`config.mk`:
```
export PLATFORM = sky130hd
export DESIGN_NAME = bram_rd_ctrl_flat
export DESIGN_NICKNAME = d
export VERILOG_FILES = /design/src/rtl/bram_rd_pkg.sv /design/src/rtl/bram_rd_ctrl_if.sv /design/src/rtl/bram_rd_rsp_reg.sv /design/src/rtl/bram_rd_ctrl.sv /design/src/flat_wrapper.sv
export SDC_FILE = /design/constraint.sdc
export NUM_CORES = 1
export LEC_CHECK = 0
export CAP_MARGIN = 20
export CORE_ASPECT_RATIO = 0.75
export CORE_UTILIZATION = 30
export DETAILED_ROUTE_END_ITERATION = 6
export GPL_TIMING_DRIVEN = 0
export PLACE_DENSITY = 0.57
export REMOVE_ABC_BUFFERS = 1
export SETUP_SLACK_MARGIN = 0.2
export SYNTH_ARGS = -nofsm -noshare
export SYNTH_HDL_FRONTEND = slang
export SYNTH_SLANG_ARGS = --single-unit
```
`constraint.sdc`:
```
create_clock -name clk -period 1.45 [get_ports clk]
set_input_delay 0.435 -clock clk [delete_from_list [all_inputs] [get_ports clk]]
set_output_delay 0.435 -clock clk [all_outputs]
set_load 0.005 [all_outputs]
```
`src/rtl/bram_rd_pkg.sv`:
```
// Shared types and constants for the BRAM read controller.
// Latency: n/a (definitions only).
// Backpressure: n/a.
package bram_rd_pkg;

    typedef enum logic [1:0] {
        IDLE = 2'd0,
        RD   = 2'd1,
        WAIT = 2'd2,
        RESP = 2'd3
    } rd_state_e;

    localparam int RD_HOLD = 2;
    localparam int RD_LAT  = 2;

    localparam int HOLD_W = (RD_HOLD > 1) ? $clog2(RD_HOLD) : 1;

    typedef logic [HOLD_W-1:0] hold_cnt_t;

endpackage

```
`src/rtl/bram_rd_ctrl_if.sv`:
```
// Request/response handshake bundle between a requester and bram_rd_ctrl.
// Latency: n/a (wires only).
// Backpressure: valid/ready on both the request and the response channel; BRAM_RD_PARITY_EN adds rsp_err.
interface bram_rd_ctrl_if #(
    parameter int AW = 8,
    parameter int DW = 8
);
    logic          req_valid;
    logic [AW-1:0] req_addr;
    logic          req_ready;
    logic          rsp_valid;
    logic [DW-1:0] rsp_data;
    logic          rsp_ready;
`ifdef BRAM_RD_PARITY_EN
    logic          rsp_err;
`endif

    modport master (
        output req_valid, req_addr, rsp_ready,
`ifdef BRAM_RD_PARITY_EN
        input  rsp_err,
`endif
        input  req_ready, rsp_valid, rsp_data
    );

    modport slave (
        input  req_valid, req_addr, rsp_ready,
`ifdef BRAM_RD_PARITY_EN
        output rsp_err,
`endif
        output req_ready, rsp_valid, rsp_data
    );

endinterface

```
`src/rtl/bram_rd_rsp_reg.sv`:
```
// Response holding register: captures BRAM data, presents it until taken, counts completed reads.
// Latency: 1 cycle from capture to rsp_valid.
// Backpressure: word held indefinitely while rsp_ready is low; BRAM_RD_PARITY_EN adds the rsp_err flag.
module bram_rd_rsp_reg #(
    parameter int DW = 8
) (
    input  logic          clk,
    input  logic          rst,
    input  logic          capture,
    input  logic [DW-1:0] rdata,
`ifdef BRAM_RD_PARITY_EN
    input  logic          rpar,
    output logic          rsp_err,
`endif
    input  logic          rsp_ready,
    output logic          rsp_valid,
    output logic [DW-1:0] rsp_data,
    output logic [7:0]    rd_count
);

    // rsp_data deliberately survives the handshake; only a new capture replaces it.
    always_ff @(posedge clk or posedge rst) begin
        if (rst) begin
            rsp_valid <= 1'b0;
            rsp_data  <= '0;
            rd_count  <= 8'd0;
        end else if (capture) begin
            rsp_valid <= 1'b1;
            rsp_data  <= rdata;
        end else if (rsp_valid && rsp_ready) begin
            rsp_valid <= 1'b0;
            rd_count  <= rd_count + 8'd1;
        end
    end

`ifdef BRAM_RD_PARITY_EN
    always_ff @(posedge clk or posedge rst) begin
        if (rst) begin
            rsp_err <= 1'b0;
        end else if (capture) begin
            rsp_err <= (^rdata) != rpar;
        end
    end
`endif

endmodule

```
`src/rtl/bram_rd_ctrl.sv`:
```
// Single-outstanding BRAM read controller: rd held two cycles, data captured after the fixed read latency.
// Latency: request handshake to rsp_valid is 3 cycles.
// Backpressure: req_ready only in IDLE; RESP stretches while rsp_ready is low. BRAM_RD_PARITY_EN adds parity check.
module bram_rd_ctrl
    import bram_rd_pkg::*;
#(
    parameter int AW = 8,
    parameter int DW = 8
) (
    input  logic          clk,
    input  logic          rst,
    bram_rd_ctrl_if.slave io,
    output logic          rd,
    output logic [AW-1:0] bram_addr,
    input  logic [DW-1:0] bram_rdata,
`ifdef BRAM_RD_PARITY_EN
    input  logic          bram_rpar,
`endif
    output logic          busy,
    output logic [7:0]    rd_count
);

    rd_state_e state;
    hold_cnt_t hold_cnt;
    logic      capture;

    always_ff @(posedge clk or posedge rst) begin
        if (rst) begin
            state     <= IDLE;
            hold_cnt  <= '0;
            bram_addr <= '0;
        end else begin
            case (state)
                IDLE: begin
                    if (io.req_valid) begin
                        bram_addr <= io.req_addr;
                        hold_cnt  <= '0;
                        state     <= RD;
                    end
                end
                RD: begin
                    if (hold_cnt == hold_cnt_t'(RD_HOLD - 1)) begin
                        state <= WAIT;
                    end else begin
                        hold_cnt <= hold_cnt + hold_cnt_t'(1);
                    end
                end
                WAIT: state <= RESP;
                RESP: begin
                    if (io.rsp_ready) begin
                        state <= IDLE;
                    end
                end
                default: state <= IDLE;
            endcase
        end
    end

    // Decoded straight from the async-reset state so rd drops the moment rst rises.
    assign rd           = (state == RD);
    assign busy         = (state != IDLE);
    assign capture      = (state == WAIT);
    assign io.req_ready = (state == IDLE) && !rst;

    bram_rd_rsp_reg #(
        .DW (DW)
    ) u_rsp_reg (
        .clk       (clk),
        .rst       (rst),
        .capture   (capture),
        .rdata     (bram_rdata),
`ifdef BRAM_RD_PARITY_EN
        .rpar      (bram_rpar),
        .rsp_err   (io.rsp_err),
`endif
        .rsp_ready (io.rsp_ready),
        .rsp_valid (io.rsp_valid),
        .rsp_data  (io.rsp_data),
        .rd_count  (rd_count)
    );

endmodule

```
`src/flat_wrapper.sv`:
```
// flat-port wrapper written by rule: the top's interface ports become plain ports
module bram_rd_ctrl_flat import bram_rd_pkg::*;
#(
    parameter int AW = 8,
    parameter int DW = 8
)
  (clk, rst, rd, bram_addr, bram_rdata, busy, rd_count, io_req_valid, io_req_addr, io_rsp_ready, io_req_ready, io_rsp_valid, io_rsp_data);
  bram_rd_ctrl_if #(.AW(AW), .DW(DW)) io_i ();
  input  logic clk;
  input  logic rst;
  output logic rd;
  output logic [AW-1:0] bram_addr;
  input  logic [DW-1:0] bram_rdata;
  output logic busy;
  output logic [7:0] rd_count;
  input wire logic [$bits(io_i.req_valid)-1:0] io_req_valid;
  input wire logic [$bits(io_i.req_addr)-1:0] io_req_addr;
  input wire logic [$bits(io_i.rsp_ready)-1:0] io_rsp_ready;
  output wire logic [$bits(io_i.req_ready)-1:0] io_req_ready;
  output wire logic [$bits(io_i.rsp_valid)-1:0] io_rsp_valid;
  output wire logic [$bits(io_i.rsp_data)-1:0] io_rsp_data;
  assign io_i.req_valid = io_req_valid;
  assign io_i.req_addr = io_req_addr;
  assign io_i.rsp_ready = io_rsp_ready;
  assign io_req_ready = io_i.req_ready;
  assign io_rsp_valid = io_i.rsp_valid;
  assign io_rsp_data = io_i.rsp_data;
  bram_rd_ctrl #(.AW(AW), .DW(DW)) u_core (.clk(clk), .rst(rst), .io(io_i), .rd(rd), .bram_addr(bram_addr), .bram_rdata(bram_rdata), .busy(busy), .rd_count(rd_count));
endmodule
```
==> results.sh, run 1 <==
export IMPL_die_w_um=74.9
export IMPL_synth_top_family_by_area="multiplexers"
export IMPL_grt_pass1_vias=1013
export IMPL_worstHoldPathType="reg -> reg"
export IMPL_synth_top_cell_area_share=0.586
export IMPL_synth_simple_area_share=0.0785
export IMPL_cp_arrival_ns=1.82
export IMPL_synth_warnings=0
export IMPL_wl_met3_um=230
export IMPL_grt_max_degree=18
export IMPL_ant_nets=0
export IMPL_met1_length_um=1320
export IMPL_power_switching_mw=1.41
export IMPL_cts_buffers=3
export IMPL_grt_util_all_layers=0.154
export IMPL_p_leak_nw=1.09
export IMPL_vias_per_cell=4.44
export IMPL_grt_pass1_wl_um=4860
export IMPL_initial_core_util=0.320
export IMPL_wl_um=3090
export IMPL_clk_pin_slew_worst_paths_ns=0.10
export IMPL_fillCellCount=308
export IMPL_slew_headroom=0.616
export IMPL_antenna_found_initial=0
export IMPL_worstMarginPinSlew_ns=0.576
export IMPL_htreeDepth=1
export IMPL_floorplan_die_area_um2=4240
export IMPL_reg2regPathDepth=4
export IMPL_utilization=0.577
export IMPL_ys_ff_latch=28
export IMPL_dr_wl_met2_um=1510
export IMPL_cts_root_buffer="clkbuf_8"
export IMPL_crit_path_start="u_core.state[0]"
export IMPL_fin_nets=203
export IMPL_p_clk_frac=0.136
export IMPL_ioPinCount=48
export IMPL_ys_seq_area_frac=0.586
export IMPL_fin_ws_ns=-0.204
export IMPL_ys_types=21
export IMPL_area_delta_synth_final_pct=80.3
export IMPL_fin_crit_sh=1.14
export IMPL_rsz0062_at_grt="true"
export IMPL_synth_compound_area_frac=0.0188
export IMPL_drt_pass1_iterations=4
export IMPL_wire_per_inst_um=13.6
export IMPL_vdd_drop_max_mv=1.22
export IMPL_skew_ns=0.0113
export IMPL_drc=0
export IMPL_p_int_mw=3.14
export IMPL_fin_crit_ns=1.65
export IMPL_dr_total_vias=1013
export IMPL_multi_input_area_um2=587
export IMPL_seqCellArea_um2=702
export IMPL_hold_violations=0
export IMPL_yosys_area_top_type="dfrtp_1"
export IMPL_crit_path_max_fanout=3
export IMPL_io_buffers=47
export IMPL_fin_total_pwr_mw=4.55
export IMPL_pwr_density_cell_nw_per_um2=2110
export IMPL_fmax_mhz=605
export IMPL_seqPwrFrac=0.293
export IMPL_pwr_share_comb=0.571
export IMPL_maxUsedRoutingLayer="met4"
export IMPL_required_ns=1.61
export IMPL_rows=19
export IMPL_gp_congestion=0.777
export IMPL_crit_type="reg -> reg"
export IMPL_sw_frac_of_total=0.310
export IMPL_critPathLaunchType="flip-flop"
export IMPL_drv_cap=0
export IMPL_post_place_ws_ns=-0.550
export IMPL_synth_area_um2=1190
export IMPL_muxShareOfSynthArea=0.177
export IMPL_synth_xor_area_frac=0.0513
export IMPL_drtIter0Drc=25
export IMPL_tritoncts="built"
export IMPL_syn_inst=90
export IMPL_setup_violations=31
export IMPL_cts_buffer_depth=2
export IMPL_holdCritStartpoint="u_core.u_rsp_reg.rsp_data[2]"
export IMPL_hold_path_depth=1
export IMPL_r2r_slack_ns=-0.20
export IMPL_syn_area_per_cell_um2=13.3
export IMPL_ys_top_cells_by_area="dfrtp_1, mux2_2, ha_1"
export IMPL_antenna_cells=0
export IMPL_status="finished, violations left"
export IMPL_clk_insertion_delay_late_ns=0.28
export IMPL_synthAdderAreaFrac=0.0628
export IMPL_clock_sinks=28
export IMPL_hpwl_um=1740
export IMPL_grt_overflow_total=0
export IMPL_reg2reg_to="u_core.state[1]"
export IMPL_violations="setup timing"
export IMPL_drive_gt1_frac=0.574
export IMPL_slew_violations=0
export IMPL_die_y_um=56.7
export IMPL_timing_rr_start="u_core.state[0]"
export IMPL_hold_end="u_core.u_rsp_reg.rsp_data[2]"
export IMPL_critPathCaptureType="flip-flop"
export IMPL_cts_hold_buffers_added=0
export IMPL_core_area_um2=3730
cell usage after synthesis:
master    number
clkbuf_1       1
mux2i_1        2
mux2_2        16
a222oi_1       1
nor3_1         2
nand3b_1       1
nor2_1         4
mux2_1         1
a21o_1         1
dfrtp_1       28
nand4_1        3
inv_1          6
and3b_1        1
a21oi_1        1
nand3_1        1
nand2_1        6
ha_1           6
xor2_1         3
and3_1         1
inv_2          1
xnor2_1        4
cell families (layout without fill, tap and decap cells):
group,count (synthesis),count (layout)
compound gates,3,3
fa+ha+maj,6,6
buf+inv,8,94
xor+xnor,7,7
flops,28,28
mux,19,19
simple gates,19,19
critical path, stage by stage, from the launching register on:
cell,delay [ns]
dfrtp_1,0.42
buf_4,0.17
ha_4,0.16
a222oi_1,0.42
mux2_1,0.36
sequential cells by signal, summed over array words and instances, names as in the netlist:
register / count
u_core.u_rsp_reg.rd_count: 8
u_core.bram_addr: 8
u_core.state: 2
u_core.u_rsp_reg.rsp_valid: 1
u_core.hold_cnt: 1
u_core.u_rsp_reg.rsp_data: 8
how the worst max path moves through the flow:
stage	end	slack [ns]	cells past startpoint
finish	u_core.state[1]	-0.20	4
global route	u_core.state[0]	-0.26	6
CTS	u_core.state[1]	-0.13	5
detailed placement	u_core.state[1]	-0.55	4
global placement	u_core.state[1]	-0.52	4
floorplan	u_core.state[1]	-0.11	4
cells in the final DEF, fill, tap and decap left out, drive strengths merged, types with 2 or more instances in the layout:
cell type / synthesis / layout
nand2: 6 / 6
nor3: 2 / 2
mux2i: 2 / 2
clkbuf: 1 / 3
ha: 6 / 6
xnor2: 4 / 4
clkdlybuf4s50: 0 / 18
dfrtp: 28 / 28
nand4: 3 / 3
mux2: 17 / 17
buf: 0 / 64
inv: 7 / 7
nor2: 4 / 4
xor2: 3 / 3
layer usage:
layer,vias to the layer above,global-route usage
li1,479,-
met1,489,0.197
met2,40,0.260
met3,5,0.0467
met4,0,0.0243
met5,-,0
metrics by stage:
step                instance area [um^2]  std cells  TNS, ns  hold WS, ns
floorplan                           1190         89   -0.207        0.465
global placement                    1730        188   -15.00        0.460
detailed placement                  1750        189    -5.68        0.465
CTS                                 2030        218    -1.28        0.513
global route                        2150        228    -4.84        0.530
finish                              2150        228    -3.52        0.509
layout make-up:
| type | instances | area share |
|---|---|---|
| timing repair buffer | 83 | 0.326 |
| sequential | 28 | 0.326 |
| inverter | 7 | 0.0122 |
| clock inverter | 1 | 0.0139 |
| clock buffer | 3 | 0.0192 |
| multi-input combinational | 54 | 0.272 |
| tap | 52 | 0.0302 |
power by group through the flow:
| stage | sequential [mW] | clock, mW | combinational [mW] |
|---|---|---|---|
| 2_1_floorplan | 1.40 | 0 | 0.721 |
| 3_3_place_gp | 1.38 | 0 | 1.58 |
| 3_5_place_dp | 1.40 | 0 | 1.62 |
| 4_1_cts | 1.33 | 0.627 | 2.25 |
| 5_1_grt | 1.37 | 0.674 | 2.82 |
| 6_report | 1.33 | 0.620 | 2.60 |
what timing repair did:
action	in CTS	in global routing
gates resized for setup	147	12
endpoints found under the setup margin	54	56
buffers inserted	24	10
pin swaps	15	4
gates cloned	1	0
No activity file was read; power rests on OpenSTA's default activity.
==> inputs of run 2 (changes only) <==
Settings changed: PLACE_DENSITY 0.57 to 0.55.
Clock period 1.45 ns to 1.85 ns, I/O delays scaled along.
==> run 2 against run 1 <==
The flow now finishes without violations. Clock power shrank 23%. Clock-buffer cell count is the same. Fmax down 2.9%. First-iteration DRC count grew 52%. Non-clock buffer count fell by 15. Critical path depth rose by 3. Cell area fell by 7.1%. Register-to-register slack improved by 0.35 ns. Die area stayed put. Critical path type unchanged.
==> results.sh, run 2 (synthesis results as in run 1) <==
export IMPL_worstMarginPinSlew_ns=0.518
export IMPL_final_cell_mix="dfrtp_1, dlygate4sd2_1, clkdlybuf4s50_1, buf_4, mux2_2"
export IMPL_worstHoldPathType="in -> async"
export IMPL_critPathCaptureType="flip-flop"
export IMPL_antenna_cells=0
export IMPL_crit_path_max_fanout=3
export IMPL_floorplan_die_area_um2=4240
export IMPL_wl_um=2650
export IMPL_drtIter0Drc=38
export IMPL_grt_util_all_layers=0.140
export IMPL_cp_arrival_ns=1.90
export IMPL_fillCellCount=333
export IMPL_antenna_found_initial=0
export IMPL_area_delta_synth_final_pct=67.5
export IMPL_p_int_mw=2.14
export IMPL_cts_buffer_depth=2
export IMPL_required_ns=2.05
export IMPL_reg2reg_to="u_core.state[0]"
export IMPL_vias_per_cell=4.36
export IMPL_sw_frac_of_total=0.304
export IMPL_drt_pass1_iterations=4
export IMPL_cts_root_buffer="clkbuf_8"
export IMPL_r2r_slack_ns=0.15
export IMPL_core_area_um2=3730
export IMPL_critPathLaunchType="flip-flop"
export IMPL_hpwl_um=1710
export IMPL_cts_hold_buffers_added=0
export IMPL_drive_gt1_frac=0.335
export IMPL_clock_sinks=28
export IMPL_rows=19
export IMPL_tritoncts="built"
export IMPL_slew_violations=0
export IMPL_p_clk_frac=0.156
export IMPL_setup_violations=0
export IMPL_fin_crit_ns=1.70
export IMPL_finalSetupTns_ns=0
export IMPL_pwr_density_cell_nw_per_um2=1530
export IMPL_layout_commonest_cell="dfrtp_1"
export IMPL_hold_violations=0
export IMPL_grt_overflow_total=0
export IMPL_htreeDepth=1
export IMPL_fin_crit_sh=0.921
export IMPL_grt_max_degree=29
export IMPL_rsz0062_at_grt="true"
export IMPL_drv_cap=0
export IMPL_initial_core_util=0.320
export IMPL_crit_type="reg -> reg"
export IMPL_vdd_drop_max_mv=0.717
export IMPL_ant_nets=0
export IMPL_ioPinCount=48
export IMPL_reg2regPathDepth=7
export IMPL_die_w_um=74.9
export IMPL_fmax_mhz=587
export IMPL_timing_rr_start="u_core.state[1]"
export IMPL_fin_nets=188
export IMPL_pwr_share_comb=0.509
export IMPL_post_place_ws_ns=-0.262
export IMPL_wire_per_inst_um=12.4
export IMPL_io_buffers=47
export IMPL_drc=0
export IMPL_grt_pass1_wl_um=4380
export IMPL_clk_pin_slew_worst_paths_ns=0.10
export IMPL_p_leak_nw=0.972
export IMPL_grt_pass1_vias=971
export IMPL_slew_headroom=0.655
export IMPL_power_switching_mw=0.932
export IMPL_fin_ws_ns=0.146
export IMPL_skew_ns=0.00675
export IMPL_die_y_um=56.7
export IMPL_seqPwrFrac=0.335
export IMPL_clk_insertion_delay_late_ns=0.28
export IMPL_dr_total_vias=929
export IMPL_gp_congestion=0.688
export IMPL_status="finished clean"
export IMPL_largestRegisters="u_core.bram_addr (8), u_core.u_rsp_reg.rd_count (8), u_core.u_rsp_reg.rsp_data (8)"
export IMPL_cts_buffers=3
==> run 2: worst max path at each step <==
stage / from / endpoint / slack, ns / depth (start not counted)
3_5_place_dp: rst / io_req_ready / -0.26 / 3
6_report: u_core.state[1] / u_core.state[0] / 0.15 / 7
4_1_cts: u_core.state[1] / io_req_ready / 0.14 / 5
3_3_place_gp: io_req_valid / u_core.state[1] / -0.26 / 4
5_1_grt: u_core.state[0] / u_core.state[1] / 0.06 / 5
2_1_floorplan: u_core.state[0] / u_core.state[1] / 0.29 / 4
==> run 2: through the flow <==
| step | utilization | power (mW) | instances | area [um^2] | hold WS, ns |
|---|---|---|---|---|---|
| after global placement | 0.463 | 2.33 | 188 | 1730 | 0.459 |
| final | 0.536 | 3.07 | 213 | 2000 | 0.445 |
| after global routing | 0.536 | 3.32 | 213 | 2000 | 0.467 |
| after CTS | 0.521 | 3.02 | 212 | 1940 | 0.515 |
| after detailed placement | 0.463 | 2.37 | 188 | 1730 | 0.463 |
| after floorplan | - | 1.66 | 89 | 1190 | 0.465 |
==> run 2: metal layers <==
layer	vias to the layer above	GRT usage	part of all wire
li1	447	-	-
met1	440	0.171	0.44
met2	40	0.239	0.48
met3	2	0.0485	0.084
met4	0	0.0243	0.0045
met5	-	0	0
==> run 2: worst max-delay path, stage by stage, from the launching register on <==
cell and delay (ns):
dfrtp_1 0.37, inv_2 0.07, buf_6 0.12, ha_4 0.15, buf_6 0.11, a222oi_1 0.40
buf_4 0.20, mux2i_2 0.20
==> run 2: final cells by class <==
class / instances / area, um^2 / share of cell area
inverters: 7 / 26.3 / 0.0131
clock buffers: 3 / 41.3 / 0.0206
clock inverters: 1 / 30.0 / 0.0150
flip-flops and latches: 28 / 701 / 0.350
multi-input cells: 54 / 515 / 0.257
well taps: 52 / 65.1 / 0.0325
repair buffers: 68 / 623 / 0.311
==> run 2: what timing repair did <==
item                                    4_1_cts  5_1_grt
endpoints found under the setup margin       32        9
gates cloned                                  0        0
buffers inserted                             20        0
resized for setup                            50        6
pin swaps                                     3        6
==> run 2: power by group through the flow <==
stage | logic [mW] | registers, mW | clock network (mW)
2_1_floorplan | 0.565 | 1.09 | 0
3_3_place_gp | 1.25 | 1.08 | 0
3_5_place_dp | 1.27 | 1.09 | 0
4_1_cts | 1.49 | 1.03 | 0.501
5_1_grt | 1.71 | 1.07 | 0.542
6_report | 1.56 | 1.03 | 0.479
==> inputs of run 3 (changes only) <==
Settings changed: CORE_ASPECT_RATIO 0.75 to 0.7.
==> run 3 against run 2 <==
Sequential power about the same. Fmax rose by 1.8%. Clock skew fell by 0.0028 ns. Clock power is 34% lower. Via count shrank 0.65%. Combinational power fell by 6%. Sequential cell count did not move. Clock-buffer cell count unchanged. Routed wire length grew 0.23%. Largest cell class unchanged.
==> results.sh, run 3 (synthesis results as in run 1) <==
export IMPL_status="finished clean"
export IMPL_cts_hold_buffers_added=0
export IMPL_clock_sinks=28
export IMPL_wire_per_inst_um=12.7
export IMPL_slew_headroom=0.568
export IMPL_initial_core_util=0.325
export IMPL_final_cell_area_um2=1930
export IMPL_fin_crit_sh=0.905
export IMPL_grt_pass1_vias=925
export IMPL_critPathCaptureType="output port"
export IMPL_htreeDepth=1
export IMPL_drive_gt1_frac=0.333
export IMPL_clk_insertion_delay_late_ns=0.27
export IMPL_final_cell_mix="dfrtp_1, dlygate4sd2_1, buf_4, clkdlybuf4s50_1, mux2_2"
export IMPL_core_area_um2=3670
export IMPL_rsz0062_at_grt="true"
export IMPL_drv_cap=0
export IMPL_drc=0
export IMPL_largestRegisters="u_core.bram_addr (8), u_core.u_rsp_reg.rd_count (8), u_core.u_rsp_reg.rsp_data (8)"
export IMPL_grt_util_all_layers=0.140
export IMPL_cp_arrival_ns=1.12
export IMPL_vdd_drop_max_mv=0.656
export IMPL_layout_commonest_cell="dfrtp_1"
export IMPL_fin_crit_ns=1.67
export IMPL_place_area_um2=1740
export IMPL_clk_pin_slew_worst_paths_ns=0.09
export IMPL_vias_per_cell=4.42
export IMPL_gp_congestion=0.726
export IMPL_die_w_um=77.4
export IMPL_antenna_cells=0
export IMPL_grt_overflow_total=0
export IMPL_antenna_found_initial=0
export IMPL_drt_pass1_iterations=4
export IMPL_tritoncts="built"
export IMPL_cts_buffers=3
export IMPL_io_buffers=47
export IMPL_worstHoldPathType="reg -> reg"
export IMPL_pwr_density_cell_nw_per_um2=1460
export IMPL_path_delay_family="flip-flops"
export IMPL_crit_buf_inv=3
export IMPL_slew_violations=0
export IMPL_crit_type="reg -> out"
export IMPL_skew_ns=0.00398
export IMPL_grt_max_degree=17
export IMPL_ioPinCount=48
export IMPL_worstMarginPinSlew_ns=0.647
export IMPL_cts_buffer_depth=2
export IMPL_worst_path_stages=5
export IMPL_hold_path_depth=1
export IMPL_die_y_um=54.8
export IMPL_reg2regPathDepth=5
export IMPL_crit_path_top_delay_cell="dfrtp_1"
export IMPL_required_ns=1.29
export IMPL_path_cells="inv_2 > ha_4 > inv_2 > nor2_1 > buf_2"
export IMPL_area_delta_synth_final_pct=61.4
export IMPL_rows=18
export IMPL_max_stage_delay_ns=0.41
export IMPL_crit_path_max_fanout=2
export IMPL_floorplan_die_area_um2=4240
export IMPL_dr_total_vias=923
export IMPL_critPathLaunchType="flip-flop"
export IMPL_fmax_mhz=598
export IMPL_p_leak_nw=0.942
export IMPL_fin_total_pwr_mw=2.82
export IMPL_cts_root_buffer="clkbuf_8"
export IMPL_grt_pass1_wl_um=4330
export IMPL_finalSetupTns_ns=0
export IMPL_wl_um=2650
export IMPL_drtIter0Drc=27
export IMPL_setup_violations=0
export IMPL_crit_top_cell="inv_2"
export IMPL_ant_nets=0
export IMPL_hpwl_um=1780
export IMPL_hold_violations=0
export IMPL_fin_nets=187
export IMPL_utilization=0.525
## run 3: stage by stage
stage / std cells / setup WS, ns / hold WS [ns]
floorplan: 89 / 0.287 / 0.465
finish: 209 / 0.176 / 0.504
global placement: 186 / -0.262 / 0.458
global route: 209 / 0.102 / 0.526
CTS: 207 / 0.127 / 0.508
detailed placement: 187 / -0.300 / 0.474
## run 3: area by class of cell
cell class,instances,area [um^2]
Multi-Input combinational cell,54,514
Timing Repair Buffer,67,583
Sequential cell,28,701
Fill cell,336,1740
Tap cell,50,62.6
Clock buffer,3,41.3
Inverter,7,26.3
## run 3: path summary, 6_finish.rpt
| path | slack [ns] | startpoint | endpoint |
|---|---|---|---|
| worst min register to register | 0.50 | u_core.bram_addr[4] | u_core.bram_addr[4] |
| worst max-delay path | 0.18 | u_core.state[0] | io_req_ready |
| max in group asynchronous | 0.82 | rst | u_core.u_rsp_reg.rd_count[1] |
| worst min-delay path | 0.50 | u_core.bram_addr[4] | u_core.bram_addr[4] |
| min in group asynchronous | 0.52 | rst | u_core.bram_addr[6] |
| worst max register to register | 0.18 | u_core.state[0] | u_core.state[1] |
## run 3: where the power goes
| group | switching, mW | internal (mW) | total (mW) |
|---|---|---|---|
| registers | 0.139 | 0.891 | 1.03 |
| clock network | 0.170 | 0.146 | 0.316 |
| logic | 0.581 | 0.890 | 1.47 |
## run 3: what timing repair did
action | CTS | global route
pin swaps | 2 | 3
gates resized for setup | 48 | 5
setup endpoints to repair | 33 | 7
buffers inserted | 17 | 2
## run 3: per-layer routing
metal / up-vias / wire length (um) / track usage
met1: 431 / 1170 / 0.165
li1: 447 / - / -
met4: 0 / 41 / 0.0472
met2: 39 / 1200 / 0.237
met3: 6 / 244 / 0.0583
met5: - / 0 / 0
